### config.mk
export PLATFORM = sky130hd
export DESIGN_NAME = mod_up_down_counter
export DESIGN_NICKNAME = d
export VERILOG_FILES = /design/src/rtl/mod_up_down_counter.sv
export SDC_FILE = /design/constraint.sdc
export NUM_CORES = 1
export LEC_CHECK = 0
export ABC_AREA = 1
export CORE_AREA = 5 5 42 44
export CTS_BUF_LIST = sky130_fd_sc_hd__clkbuf_16
export DETAILED_ROUTE_END_ITERATION = 8
export DIE_AREA = 0 0 47 49
export GPL_TIMING_DRIVEN = 0
export PLACE_DENSITY_LB_ADDON = 0.1
export SLEW_MARGIN = 20
export SYNTH_ARGS = -nofsm -noshare
export SYNTH_HDL_FRONTEND = slang
export SYNTH_SLANG_ARGS = --single-unit
### constraint.sdc
create_clock -name clk -period 1.4 [get_ports clk]
set_input_delay 0.21 -clock clk [delete_from_list [all_inputs] [get_ports clk]]
set_output_delay 0.21 -clock clk [all_outputs]
set_load 0.02 [all_outputs]
### src/rtl/mod_up_down_counter.sv
// Modulo-(MAX+1) up/down counter with synchronous clear, clamped parallel
// load, count enable and wrap/saturate selection. Reports terminal events
// as a one-cycle registered pulse (wrap) plus a sticky flag (ovf).
module mod_up_down_counter #(
    parameter int unsigned WIDTH    = 4,
    parameter int unsigned MAX      = 15,
    parameter bit          SATURATE = 1'b0
) (
    input  logic             clk,
    input  logic             reset,
    input  logic             clr,
    input  logic             load,
    input  logic [WIDTH-1:0] load_val,
    input  logic             en,
    input  logic             dir,
    output logic [WIDTH-1:0] out,
    output logic             at_min,
    output logic             at_max,
    output logic             wrap,
    output logic             ovf
);

    localparam logic [WIDTH-1:0] MAX_V = WIDTH'(MAX);

    logic [WIDTH-1:0] next_out;
    logic             next_wrap;
    logic             next_ovf;

    // Terminal flags decode straight from the registered count.
    always_comb begin
        at_min = (out == '0);
        at_max = (out == MAX_V);
    end

    // Next-state selection in priority order clr > load > en > hold.
    // The count is compared against MAX before stepping, so a non-power-of-two
    // modulus can never produce a value above MAX.
    always_comb begin
        next_out  = out;
        next_wrap = 1'b0;
        next_ovf  = ovf;
        if (clr) begin
            next_out = '0;
            next_ovf = 1'b0;
        end else if (load) begin
            next_out = (load_val > MAX_V) ? MAX_V : load_val;
        end else if (en) begin
            if (!dir) begin
                if (out == MAX_V) begin
                    next_out  = SATURATE ? MAX_V : '0;
                    next_wrap = 1'b1;
                    next_ovf  = 1'b1;
                end else begin
                    next_out = out + WIDTH'(1);
                end
            end else begin
                if (out == '0) begin
                    next_out  = SATURATE ? '0 : MAX_V;
                    next_wrap = 1'b1;
                    next_ovf  = 1'b1;
                end else begin
                    next_out = out - WIDTH'(1);
                end
            end
        end
    end

    // State registers; reset clears everything immediately, cutting any pulse.
    always_ff @(posedge clk or posedge reset) begin
        if (reset) begin
            out  <= '0;
            wrap <= 1'b0;
            ovf  <= 1'b0;
        end else begin
            out  <= next_out;
            wrap <= next_wrap;
            ovf  <= next_ovf;
        end
    end

endmodule

* Word level (Yosys, flattened, before mapping)
Cells that the tools add are included.
** Storage, ports and cells
- Flip-flop bits (word level) :: 6
- Bits of input ports :: 10
- Word-level logic and storage cells :: 33
** Cells by class
- $add $sub $neg :: 2
- Order comparisons :: 1
- Equality and inequality tests :: 3
- Mux-type cells :: 19
- Reduce and logical (&&, ||, !) cells :: 5
** Operators with widths (number)
- $mux 4 :: 7
- $mux 1 :: 12
- $reduce_bool 3->1 :: 2
- $add 4x1->4 const B :: 1
- $eq 4x4->1 const B :: 1
- $gt 4x4->1 const B :: 1
- $logic_not 4->1 :: 1
- $reduce_and 4->1 :: 1
- $sub 4x1->4 const B :: 1
- $ne 3x2->1 const B :: 1
- $ne 2x2->1 const B :: 1
- $reduce_bool 2->1 :: 1

* Depth between registers and ports, before layout
- Word-level depth :: 6
- Gate-level depth with buffers :: 10

* Worst setup path after synthesis
Ideal clock, no wire load.
- Path kind :: flip-flop to flip-flop
- Start :: reg out[0]
- End :: reg out[3]
- Library setup time :: 65 ps
- Arrival :: 1484 ps
- Required time :: 1335 ps
- Path slack :: -149 ps
- Cell stages (with the launch flop) :: 11
- Buffers on the path :: 0
- Clock period less this slack :: 1549 ps
- Path through :: dfrtp_1 inv_1 ha_1 nand2_1 nor2_1 nor2_1 nand2_1 nand2_1 nand2_1 nand2_1 nand2_1
** On the way
- Cells in the longest elaborated chain, start to end :: 6
- Elaborated cells between the ends (all ways) :: 10
- Classes of those cells :: add/sub (2); eq/ne (1); mux (6); reduce/logical (1)
** Ends and longest elaborated chain
- start: declaration :: RTL line 16 : output logic [WIDTH-1:0] out,
- start signal: assignment :: RTL line 75 : out <= next_out;
- $logic_not 4->1
- named net at_min :: RTL line 17 : output logic at_min,
- $mux 4 :: RTL line 57 : if (out == '0) begin
- $mux 4 :: RTL line 48 : if (!dir) begin
- $mux 4 :: RTL line 47 : end else if (en) begin
- $mux 4 :: RTL line 45 : end else if (load) begin
- $mux 4 :: RTL line 42 : if (clr) begin
The timed path passes the listed nets, and every way through them passes these cells. The select of a mux whose other input is x is not followed.
A chain may end at the register's enable or synchronous reset.

* Final worst setup path
- Start :: reg out[0]
- End :: out at_min
** On the way
- Cells in the longest elaborated chain, start to end :: 1
** Ends and longest elaborated chain
- $logic_not 4->1 :: RTL line 31 : at_min = (out == '0);
- end: declaration :: RTL line 17
Every way passes these cells.

==> flow_metrics.py <==
metrics = {
    "synth": {
        "syn_nets": 81,
        "netlist.area_leader.share_pct": 34.38,
        "yosysMostFrequentCell": "nand2_1",
        "netlist_top_cells_area": "dfrtp_1 34%, nand2_1 16%, inv_1 10%",
        "yosysWarnings": 0,
        "syn_inst": 69,
        "async_reset_ff_share_pct": 100.0,
        "synthTopCellsByCount": "19 x nand2_1, 12 x inv_1, 11 x nor2_1",
        "netlist_area_um2": 436.7,
        "synth_area_per_cell_um2": 6.329,
        "synth_top_area_cell": "dfrtp_1",
        "synth_ff_type": "dfrtp_1",
        "yosys_register_bits": 6,
        "ys_types": 16,
        "synth_edf_count": 0,
        "ys_seq_area_share_pct": 34.38,
    },
    "outcome": {
        "status": "finished, final reports clean",
    },
    "setup_path": {
        "cp-start-kind": "flop",
        "critPathArrivalTime_ns": 1.18,
        "required_ns": 1.19,
        "crit_path_max_fanout": 4,
        "cp-end-kind": "primary output",
        "critPathKind": "flop to primary output",
    },
    "hold_path": {
        "hold_path_class": "input pin to async pin",
    },
    "clocking": {
        "clock-sinks": 6,
        "cts_buffers": 3,
        "tritoncts": "yes",
        "cts_root_buf": "clkbuf_16",
        "htree_levels": 1,
        "path_clk_slew_ns": 0.03,
        "clkLatencyLatePin_ns": 0.22,
        "clk_path_buf_depth": 2,
    },
    "sta": {
        "setup_tns_ns": 0,
        "hold_slack_ns": 0.1941,
        "worstMarginPinSlew_ns": 0.3195,
        "rsz0062_at_grt": "yes",
        "slew-limit-headroom_pct": 78.70,
        "skew_ns": 0.001510,
        "min_period_over_period_pct": 99.36,
        "fin_crit_ns": 1.391,
        "finalHoldViolations": 0,
        "finalSetupViolCount": 0,
        "max_freq_ghz": 0.7189,
        "slew_violations": 0,
    },
    "final_layout": {
        "fin_cells": 108,
        "nFillCells": 141,
        "diodes": 0,
        "stdcell_area_um2": 755.7,
        "drive_gt1_share_pct": 23.91,
        "synthToLayoutAreaGrowth_pct": 73.07,
        "nets": 106,
    },
    "route": {
        "antenna_left": 0,
        "dr_total_vias": 483,
        "wl_um": 1117,
        "drtIter0Drc": 9,
        "wl_per_cell_um": 10.34,
        "drcViolationCount": 0,
        "drtPass1Iterations": 4,
        "via_per_inst": 4.472,
    },
    "power_and_ir_drop": {
        "ir_worst_vdd_v": 0.001019,
        "leakagePower_nw": 0.4076,
        "powerDensity_nw_per_um2": 1171,
        "power_w": 0.0008852,
    },
    "global_route": {
        "grt_overflow": 0,
        "grt_pass1_vias": 413,
        "grt_max_degree": 8,
        "globalRouteTotalUtil_pct": 9.851,
        "antenna_found_initial": 0,
        "grt_pass1_wl_um": 1697,
    },
    "floorplanning": {
        "die_w_um": 47,
        "core_area_um2": 1401,
        "start_util_pct": 31.16,
        "io_pins": 18,
        "design.die.area_um2": 2303,
        "die_h_um": 49,
        "fp-row-count": 14,
    },
    "placement": {
        "place_inst": 102,
        "dpl.hpwl_um": 822.8,
        "gp_congestion": 0.7515,
        "port_buffers": 17,
        "postPlaceCellArea_um2": 631.9,
    },
    "job": {
        "drv_cap": 0,
    },
}
==> power breakdown <==
group	internal [W]	total, W	switching [W]
combinational	0.000106	0.000219	0.000113
clock	0.000366	0.000454	0.0000884
sequential	0.000189	0.000212	0.0000225
total	0.000661	0.000885	0.000224
==> logic make-up after synthesis <==
logic type,after synthesis,synth area share (%)
adder cells (fa/ha/maj),2,5.730
AO/OA/AOI/OAI,8,9.456
buffers and inverters,13,11.17
flip-flops,6,34.38
AND/OR/NAND/NOR,40,39.26
==> final cells by class <==
type                            count  area (um^2)  area share (%)
Multi-Input combinational cell     50        272.8           36.09
Inverter                           13        48.80           6.457
Tap cell                           16        20.02           2.649
Sequential cell                     6        152.6           20.20
Timing Repair Buffer               20        186.4           24.67
Clock buffer                        3        75.07           9.934
==> worst max-delay path, cell delays in order, from the launching register on <==
cell and delay [ns]:
dfrtp_2 0.42, inv_2 0.09, ha_4 0.14, nand2_4 0.05
nor2_4 0.12, buf_6 0.13
==> what timing repair did <==
item / CTS / global route
endpoints found under the setup margin: 7 / 5
resized for setup: 16 / 8
hold buffers: 0 / 0
buffers inserted: 1 / 2
pin swaps: 0 / 2
==> per-layer routing <==
metal	track usage [%]	up-vias	wire [um]
li1	-	260	-
met5	0	-	0
met1	13.68	211	526
met2	14.93	12	531
met4	1.382	0	0
met3	3.321	0	59
==> cell usage in the layout, fill, tap and decap left out, types with 2 or more instances in the layout <==
master / synthesis / layout
inv_2: 1 / 3
dfrtp_1: 6 / 4
clkbuf_16: 0 / 3
inv_1: 12 / 10
dfrtp_2: 0 / 2
o21ai_1: 2 / 2
clkdlybuf4s50_1: 0 / 10
nand3_1: 5 / 4
buf_4: 0 / 3
a21oi_1: 2 / 2
nor2_1: 11 / 10
dlygate4sd2_1: 0 / 4
nand2_1: 19 / 18
o21ai_0: 3 / 3
==> final timing paths <==
| check | depth (start not counted) | slack (ns) | from | to |
|---|---|---|---|---|
| max in group asynchronous | 2 | 1.00 | reset | out[0] |
| worst min register to register | 2 | 0.52 | ovf | ovf |
| worst max-delay path | 5 | 0.009 | out[0] | at_min |
| min in group clk | 2 | 0.52 | ovf | ovf |
| worst min-delay path | 2 | 0.19 | reset | out[2] |
| worst max register to register | 8 | 0.07 | out[0] | out[2] |
==> through the flow <==
stage	utilization, %	worst slack [ns]
6_report	53.93	0.008975
5_1_grt	53.93	-0.03905
4_1_cts	50.71	-0.02890
3_5_place_dp	45.09	-0.3147
3_3_place_gp	45.09	-0.3293
2_1_floorplan	-	0.001684
==> registers in the layout (all words and copies together), names as in the netlist <==
name,count
wrap,1
ovf,1
out,4
Power figures use the tool's default switching activity.
